File: config.mk
export PLATFORM = sky130hd
export DESIGN_NAME = num_entry_ctrl
export DESIGN_NICKNAME = d
export VERILOG_FILES = /design/src/rtl/num_entry_ctrl.sv
export SDC_FILE = /design/constraint.sdc
export NUM_CORES = 1
export LEC_CHECK = 0
export BUFFER_PORTS_ARGS = -buffer_cell sky130_fd_sc_hd__buf_4
export CAP_MARGIN = 20
export CELL_PAD_IN_SITES_DETAIL_PLACEMENT = 2
export CELL_PAD_IN_SITES_GLOBAL_PLACEMENT = 2
export CORE_ASPECT_RATIO = 0.6
export CORE_UTILIZATION = 38
export DETAILED_ROUTE_END_ITERATION = 8
export PLACE_DENSITY = 0.89
export SKIP_CTS_REPAIR_TIMING = 1
export SYNTH_ARGS = -nofsm -noshare
export SYNTH_HDL_FRONTEND = slang
export SYNTH_SLANG_ARGS = --single-unit
export TNS_END_PERCENT = 1
File: constraint.sdc
create_clock -name clk -period 15.5 [get_ports clk]
set_input_delay 2.325 -clock clk [delete_from_list [all_inputs] [get_ports clk]]
set_output_delay 2.325 -clock clk [all_outputs]
set_load 0.02 [all_outputs]
File: src/rtl/num_entry_ctrl.sv
// Push-button number-entry controller with compute sequencer; optional debouncer via `define DEBOUNCE_EN.
// Latency: press sampled at edge n -> edit/state change visible after edge n+3 (+DB_CYCLES with debounce).
// Backpressure: none; buttons are ignored while busy (LAUNCH/WAIT) and all but enter are ignored in SHOW.
module num_entry_ctrl #(
    parameter int              WIDTH     = 32,
    parameter int              DIGITS    = 9,
    parameter longint unsigned MAX_VAL   = 999_999_999,
    parameter int              DB_CYCLES = 50_000,
    localparam int             CW        = (DIGITS > 1) ? $clog2(DIGITS) : 1
) (
    input  logic             clk,
    input  logic             rst,
    input  logic             inc_n,
    input  logic             dec_n,
    input  logic             next_n,
    input  logic             prev_n,
    input  logic             enter_n,
    output logic [WIDTH-1:0] operand,
    output logic [WIDTH-1:0] step,
    output logic [CW-1:0]    cursor,
    output logic             start,
    input  logic             calc_done,
    input  logic [WIDTH-1:0] calc_res,
    output logic [WIDTH-1:0] disp_value,
    output logic             disp_sel,
    output logic             busy
);

    localparam logic [WIDTH:0] MAX_EXT = (WIDTH+1)'(MAX_VAL);

    typedef enum logic [1:0] {S_EDIT, S_LAUNCH, S_WAIT, S_SHOW} state_t;

    state_t state, state_nxt;

    // Button order in all vectors: {enter, prev, next, dec, inc}
    logic [4:0] btn_n;
    logic [4:0] sync1, sync2, lvl, pressed, pressed_q, evt;

    assign btn_n = {enter_n, prev_n, next_n, dec_n, inc_n};

    always_ff @(posedge clk) begin
        if (rst) begin
            sync1 <= '1;
            sync2 <= '1;
        end else begin
            sync1 <= btn_n;
            sync2 <= sync1;
        end
    end

`ifdef DEBOUNCE_EN
    localparam int DBW = (DB_CYCLES > 0) ? $clog2(DB_CYCLES + 1) : 1;

    for (genvar i = 0; i < 5; i++) begin : g_db
        logic [DBW-1:0] cnt;
        logic           db;

        // Level flips on the DB_CYCLES-th consecutive sample that disagrees with it
        always_ff @(posedge clk) begin
            if (rst) begin
                cnt <= '0;
                db  <= 1'b1;
            end else if (sync2[i] == db) begin
                cnt <= '0;
            end else if (cnt == DBW'(DB_CYCLES - 1)) begin
                cnt <= '0;
                db  <= sync2[i];
            end else begin
                cnt <= cnt + DBW'(1);
            end
        end

        assign lvl[i] = db;
    end
`else
    assign lvl = sync2;
`endif

    assign pressed = ~lvl;

    always_ff @(posedge clk) begin
        if (rst) begin
            pressed_q <= '0;
            evt       <= '0;
        end else begin
            pressed_q <= pressed;
            evt       <= pressed & ~pressed_q;
        end
    end

    logic ev_inc, ev_dec, ev_next, ev_prev, ev_enter;
    assign {ev_enter, ev_prev, ev_next, ev_dec, ev_inc} = evt;

    always_ff @(posedge clk) begin
        if (rst) state <= S_EDIT;
        else     state <= state_nxt;
    end

    always_comb begin
        state_nxt = state;
        start     = 1'b0;
        busy      = 1'b0;
        disp_sel  = 1'b0;
        case (state)
            S_EDIT:   if (ev_enter) state_nxt = S_LAUNCH;
            S_LAUNCH: begin
                start     = 1'b1;
                busy      = 1'b1;
                state_nxt = S_WAIT;
            end
            S_WAIT: begin
                busy = 1'b1;
                if (calc_done) state_nxt = S_SHOW;
            end
            S_SHOW: begin
                disp_sel = 1'b1;
                if (ev_enter) state_nxt = S_EDIT;
            end
            default:  state_nxt = S_EDIT;
        endcase
    end

    // Edit arithmetic uses the pre-update step, so a same-cycle cursor move does not affect it
    logic [WIDTH:0]   sum;
    logic [WIDTH-1:0] op_edit;
    logic [WIDTH-1:0] step_edit;
    logic [CW-1:0]    cursor_edit;

    always_comb begin
        sum         = {1'b0, operand} + {1'b0, step};
        op_edit     = operand;
        step_edit   = step;
        cursor_edit = cursor;
        if (ev_inc && !ev_dec)
            op_edit = (sum > MAX_EXT) ? MAX_EXT[WIDTH-1:0] : sum[WIDTH-1:0];
        else if (ev_dec && !ev_inc)
            op_edit = (operand >= step) ? operand - step : '0;
        if (ev_next && !ev_prev && cursor < CW'(DIGITS - 1)) begin
            cursor_edit = cursor + CW'(1);
            step_edit   = step * WIDTH'(10);
        end else if (ev_prev && !ev_next && cursor > '0) begin
            cursor_edit = cursor - CW'(1);
            step_edit   = step / WIDTH'(10);
        end
    end

    logic [WIDTH-1:0] result;

    always_ff @(posedge clk) begin
        if (rst) begin
            operand <= '0;
            step    <= WIDTH'(1);
            cursor  <= '0;
            result  <= '0;
        end else begin
            case (state)
                S_EDIT: begin
                    operand <= op_edit;
                    step    <= step_edit;
                    cursor  <= cursor_edit;
                end
                S_WAIT: if (calc_done) result <= calc_res;
                S_SHOW: if (ev_enter) begin
                    operand <= '0;
                    step    <= WIDTH'(1);
                    cursor  <= '0;
                end
                default: ;
            endcase
        end
    end

    assign disp_value = (state == S_SHOW) ? result : operand;

endmodule

==> results of run 1 <==
[stage by stage]
| step | utilization | power, uW | instances | hold slack (ns) | cell area (um^2) |
|---|---|---|---|---|---|
| final | 0.444 | 4620 | 2613 | 0.409 | 16900 |
| after global routing | 0.444 | 4740 | 2613 | 0.415 | 16900 |
| after CTS | 0.443 | 4390 | 2609 | 0.412 | 16900 |
| after detailed placement | 0.427 | 3700 | 2577 | 0.385 | 16200 |
| after global placement | 0.425 | 3450 | 2575 | 0.383 | 16200 |
| after floorplan | - | 2740 | 2028 | 0.373 | 14800 |
[cells in the final DEF (no fill, tap or decap), types with 13 or more instances in the layout]
cell	count
a31oi_1	31
o21ai_0	98
a22o_1	14
inv_1	102
o31ai_1	13
xnor2_1	60
o211ai_1	24
buf_4	177
nand3_1	42
nor3_1	53
or2_2	15
a211oi_1	32
and2_1	14
a21oi_1	173
mux2_2	41
a2111oi_0	13
nand2b_1	20
a211o_1	21
nor2b_1	13
o21bai_1	36
a21o_1	33
nand4_1	23
nor4_1	22
a22oi_1	22
dfxtp_1	122
nor2_1	176
o22ai_1	17
clkbuf_16	17
nand2_1	220
ha_1	125
[cells by family after synthesis]
| kind of cell | after synthesis | synth area share |
|---|---|---|
| compound gates | 715 | 0.347 |
| simple gates | 680 | 0.222 |
| buf+inv | 254 | 0.0706 |
| fa+ha+maj | 132 | 0.113 |
| flops | 122 | 0.165 |
| xor+xnor | 71 | 0.0424 |
| mux | 54 | 0.0403 |
[metal layers]
layer  routed length, um  global-route usage
met5                  38                   0
met4                3780               0.171
met3               10000               0.115
met2               38200               0.660
met1               35500               0.543
[how the worst max path moves through the flow]
stage | endpoint | from | slack (ns) | depth (start not counted)
4_1_cts | step[1] | step[29] | 1.98 | 35
5_1_grt | step[1] | step[28] | 1.14 | 35
6_report | step[1] | step[29] | 1.57 | 35
3_3_place_gp | step[1] | step[28] | 3.51 | 35
3_5_place_dp | step[1] | step[29] | 2.64 | 35
2_1_floorplan | step[1] | step[27] | 6.08 | 39
[area by class of cell]
| cell class | count | area [um^2] | share of cell area |
|---|---|---|---|
| clock buffers | 18 | 439 | 0.0260 |
| repair buffers | 179 | 1380 | 0.0819 |
| clock inverters | 14 | 184 | 0.0109 |
| well taps | 513 | 642 | 0.0380 |
| inverters | 115 | 432 | 0.0255 |
| multi-input cells | 1652 | 11400 | 0.673 |
| flip-flops and latches | 122 | 2440 | 0.145 |
[power breakdown]
part	internal (uW)	total [uW]	switching (uW)
clock network	261	462	201
logic	1200	3680	2470
registers	364	484	120
total	1830	4620	2790
[state kept, by name, indices dropped and copies added (netlist names)]
register	cells
cursor	4
operand	32
step	32
evt	5
pressed_q	5
state	2
lvl	5
result	32
sync1	5
==> flow_metrics.tcl, run 1 <==
set metrics [dict create \
    reg2reg_from "step[29]" \
    finish.net_count 2257 \
    setup_viol 0 \
    first_global_vias 19600 \
    final_critical_path_setup_slack_ns 1.57 \
    critPathRequiredTime_ns 15.80 \
    final.setup_skew_ns 0.0325 \
    r2r_cells 35 \
    hold-path-cell-count 1 \
    number_of_h_tree_levels 4 \
    hold_path.startpoint "pressed_q[2]" \
    final_hold_viol_count 0 \
    slew_headroom 0.188 \
    highest_attainable_clock_frequency_mhz 71.8 \
    ys_top_cells_by_area "dfxtp_1 (16%), ha_1 (11%), a21oi_1 (5.8%)" \
    synth_area_per_cell_um2 7.31 \
    worst_slew_pin_slew_ns 1.21 \
    clk_latency_ns 0.48 \
    fillers 4374 \
    clockBufferDepth 2 \
    cts_tree "yes" \
    synthToLayoutAreaGrowth_pct 13.9 \
    synthDominantCellAreaShare 0.165 \
    drt_first_pass_iters 8 \
    synth.ff_latch_count 122 \
    wire_length_of_the_first_global_routing_pass_mm 130 \
    core.rowCount 55 \
    globalRouteTotalUtil 0.420 \
    post_synth_inst_count 2028 \
    path_clk_slew_ns 0.07 \
    finalSetupTns_ns 0 \
    critical-path-slowest-cell "a2111oi_0" \
    final_period_minus_worst_setup_slack_ns 13.93 \
    drt-initial-drc-count 2517 \
    seq_area_frac_synth 0.165 \
    synth-edff-count 0 \
    critPathArrivalTime_ns 14.23 \
    cap_violations 0 \
    cpLargestDelayFamily "compound AO/OA/AOI/OAI gates" \
    grt_remaining_overflow 0 \
    power.leakage_uw 0.00708 \
    initial_utilization 0.390 \
    synthFlopType "dfxtp_1" \
    die_area_um2 39900 \
    path_max_fanout 20 \
    yosys.area.top_type "dfxtp_1" \
    worst_setup_path_class "reg -> reg" \
    critical_path.n_buffers_inverters 1 \
    cts_root_buffer "clkbuf_16" \
    min_period_over_period 0.899 \
    antenna_found_initial 5 \
    vdd_ir_drop_max_mv 0.216 \
    crit_path_end_kind "register" \
    synth.top_cells.by_count "nand2_1 (220), nor2_1 (176), a21oi_1 (173)" \
    cts_made_buffers 17 \
    port_buffers 142 \
    antenna_cells_inserted 0 \
    routabilityCongestion 0.950 \
    rr_endpoint "step[1]" \
    yosys_warnings 0 \
    ant_nets 0 \
    grt_max_degree 59 \
    synth.most_common_cell "nand2_1" \
    num_io_pins 143 \
    die-width_um 257 \
    slew_violations 0 \
    synth_cell_type_count 122 \
    setup.worst_path.start_class "register" \
    hold_path_end "evt[2]" \
    fp.dieH_um 155 \
    power-per-cell-area_nw_per_um2 274 \
    syn_nets 2198 \
    regToRegSetupSlack_ns 1.57 \
    core_um2 38100 \
    timing.critical_path.slowest_cell_delay_ns 0.97 \
    drive_above_1_share 0.160 \
    synth_area_um2 14800 \
    outcome "complete, no violations" \
    dr_total_vias 18800 \
    async_reset_ff_frac 0 \
    grt_setup_unrepaired "false" \
    remaining_drc_errors 0 \
    dpl_worst_slack_ns 2.64 \
    hp-class "reg -> reg" \
    route.detailed.wl_per_inst_um 33.5 \
    hpwlAfterDp_mm 56.4 \
    numClockSinks 122 \
    route.final.wire_length_mm 87.6 \
    drt-vias-per-instance 7.18 \
    worst_path_most_repeated_cell "nor2_1" \
]
(Power assumes the default switching activity.)
==> run 2: changes to the inputs <==
- clock period: 15.5 -> 17.6 ns (I/O delays scaled with it)
==> run 2 against run 1 <==
  * Power fell by 11%
  * Critical path depth did not move
  * Hold slack improved by 0.0032 ns
  * Final cell count barely moved
  * Sequential share of layout area barely moved
  * First-iteration DRC count fell by 5.9%
  * Via count rose by 2.2%
  * Final area fell by 0.22%
  * Clock power fell by 16%
  * Worst setup slack improved by 2.2 ns
  * Critical endpoint is now step[0]
  * Largest power group unchanged
  * Highest routed layer unchanged
==> flow_metrics.tcl, run 2 (synthesized netlist as in run 1, its figures left out) <==
set metrics [dict create \
    outcome "complete, no violations" \
    internal_power_uw 1580 \
    seq_area_um2 2440 \
    fillers 4348 \
    hp-class "reg -> reg" \
    first_global_vias 19900 \
    design_power_uw 4090 \
    final_critical_path_setup_slack_ns 3.79 \
    drt-initial-drc-count 2368 \
    path_max_fanout 27 \
    cap_violations 0 \
    dr_total_vias 19200 \
    globalRouteTotalUtil 0.419 \
    route.detailed.wl_per_inst_um 34.0 \
    share_of_total_power_consumed_by_net_switching 0.614 \
    antenna_found_initial 2 \
    placed_cell_area_um2 16200 \
    remaining_drc_errors 0 \
    fp.dieH_um 155 \
    grt_max_degree 59 \
    post-route-cell-area_um2 16900 \
    synthToLayoutAreaGrowth_pct 13.6 \
    power_frac_clock 0.094 \
    core.rowCount 55 \
    cts_root_buffer "clkbuf_16" \
    power.switching_uw 2510 \
    finish.net_count 2255 \
    final_common_cell "nand2_1" \
    ant_nets 0 \
    setup_viol 0 \
    crit_path_end_kind "register" \
    routabilityCongestion 0.965 \
    vdd_ir_drop_max_mv 0.169 \
    final_period_minus_worst_setup_slack_ns 13.81 \
    die-width_um 257 \
    route.final.wire_length_mm 88.8 \
    clk_latency_ns 0.46 \
    critPathRequiredTime_ns 17.97 \
    grt_remaining_overflow 0 \
    sequentialPowerShare 0.103 \
    timing.critical_path.slowest_cell_delay_ns 0.92 \
    worst_setup_path_class "reg -> reg" \
    regs_by_ff_count "operand (32), result (32), step (32)" \
    drive_above_1_share 0.159 \
    initial_utilization 0.390 \
    grt_setup_unrepaired "false" \
    power.leakage_uw 0.00707 \
    min_period_over_period 0.785 \
    drt-vias-per-instance 7.35 \
    cts_tree "yes" \
    dpl_worst_slack_ns 4.50 \
    slew_headroom 0.172 \
    finalSetupTns_ns 0 \
    setup.worst_path.start_class "register" \
    most-common-layout-cells "nand2_1 (220), nor2_1 (176), a21oi_1 (173), buf_4 (173), ha_1 (125)" \
    path_clk_slew_ns 0.07 \
    critPathArrivalTime_ns 14.18 \
    final.setup_skew_ns 0.0181 \
    cts_made_buffers 17 \
    wire_length_of_the_first_global_routing_pass_mm 130 \
    highest_attainable_clock_frequency_mhz 72.4 \
    drt_first_pass_iters 8 \
    p_comb_frac 0.802 \
    final_hold_viol_count 0 \
    die_area_um2 39900 \
    antenna_cells_inserted 0 \
    hpwlAfterDp_mm 56.1 \
    total_area_of_multi_input_combinational_cells_um2 11400 \
    core_um2 38100 \
    port_buffers 142 \
    slew_violations 0 \
    numClockSinks 122 \
    number_of_h_tree_levels 4 \
    critical-path-slowest-cell "xnor2_1" \
    power-per-cell-area_nw_per_um2 243 \
    num_io_pins 143 \
    worst_slew_pin_slew_ns 1.24 \
    clockBufferDepth 2 \
]
-- run 2: cell types whose count changed in the layout (fill, tap and decap cells not counted), sizes merged --
cell | before | now
buf | 179 | 176
bufinv | 3 | 1
clkinv | 14 | 16
clkinvlp | 4 | 1
inv | 108 | 112
-- run 2: routing by layer --
metal	vias to the layer above	track usage	part of all wire
met3	409	0.0909	0.11
met2	1486	0.666	0.44
li1	7652	-	-
met1	9628	0.551	0.40
met4	4	0.170	0.051
met5	-	0	0.00030
-- run 2: final timing paths --
kind | startpoint | end | slack, ns | depth (start not counted)
setup reg to reg | step[28] | step[0] | 3.79 | 35
setup / recovery | step[28] | step[0] | 3.79 | 35
hold reg to reg | pressed_q[0] | evt[0] | 0.41 | 1
hold / removal | pressed_q[0] | evt[0] | 0.41 | 1
-- run 2: through the flow --
stage	hold WS, ns	utilization	instances
floorplan	0.373	-	2028
global placement	0.384	0.425	2574
detailed placement	0.396	0.427	2576
CTS	0.408	0.442	2608
global route	0.415	0.443	2611
finish	0.413	0.443	2611
-- run 2: worst max-delay path: cells and delay by family (launching register included) --
kind | cells | cell delay, ns
AO/OA/AOI/OAI | 19 | 6.91
XOR/XNOR | 2 | 1.15
adder cells (fa/ha/maj) | 1 | 0.34
buffers and inverters | 1 | 0.42
flip-flops | 1 | 0.74
multiplexers | 1 | 0.36
AND/OR/NAND/NOR | 11 | 3.75
-- run 2: layout make-up --
class	instances	area share
Tap cell	513	0.0381
Clock buffer	17	0.0252
Timing Repair Buffer	177	0.0824
Inverter	115	0.0256
Sequential cell	122	0.145
Multi-Input combinational cell	1652	0.675
Clock inverter	15	0.00920
-- run 2: power groups by stage --
stage                     clock [uW]  sequential (uW)  combinational [uW]
after floorplan                    0              408                2010
after global placement             0              408                2620
after detailed placement           0              414                2840
after CTS                        377              414                3090
after global routing             388              422                3360
final                            386              424                3280
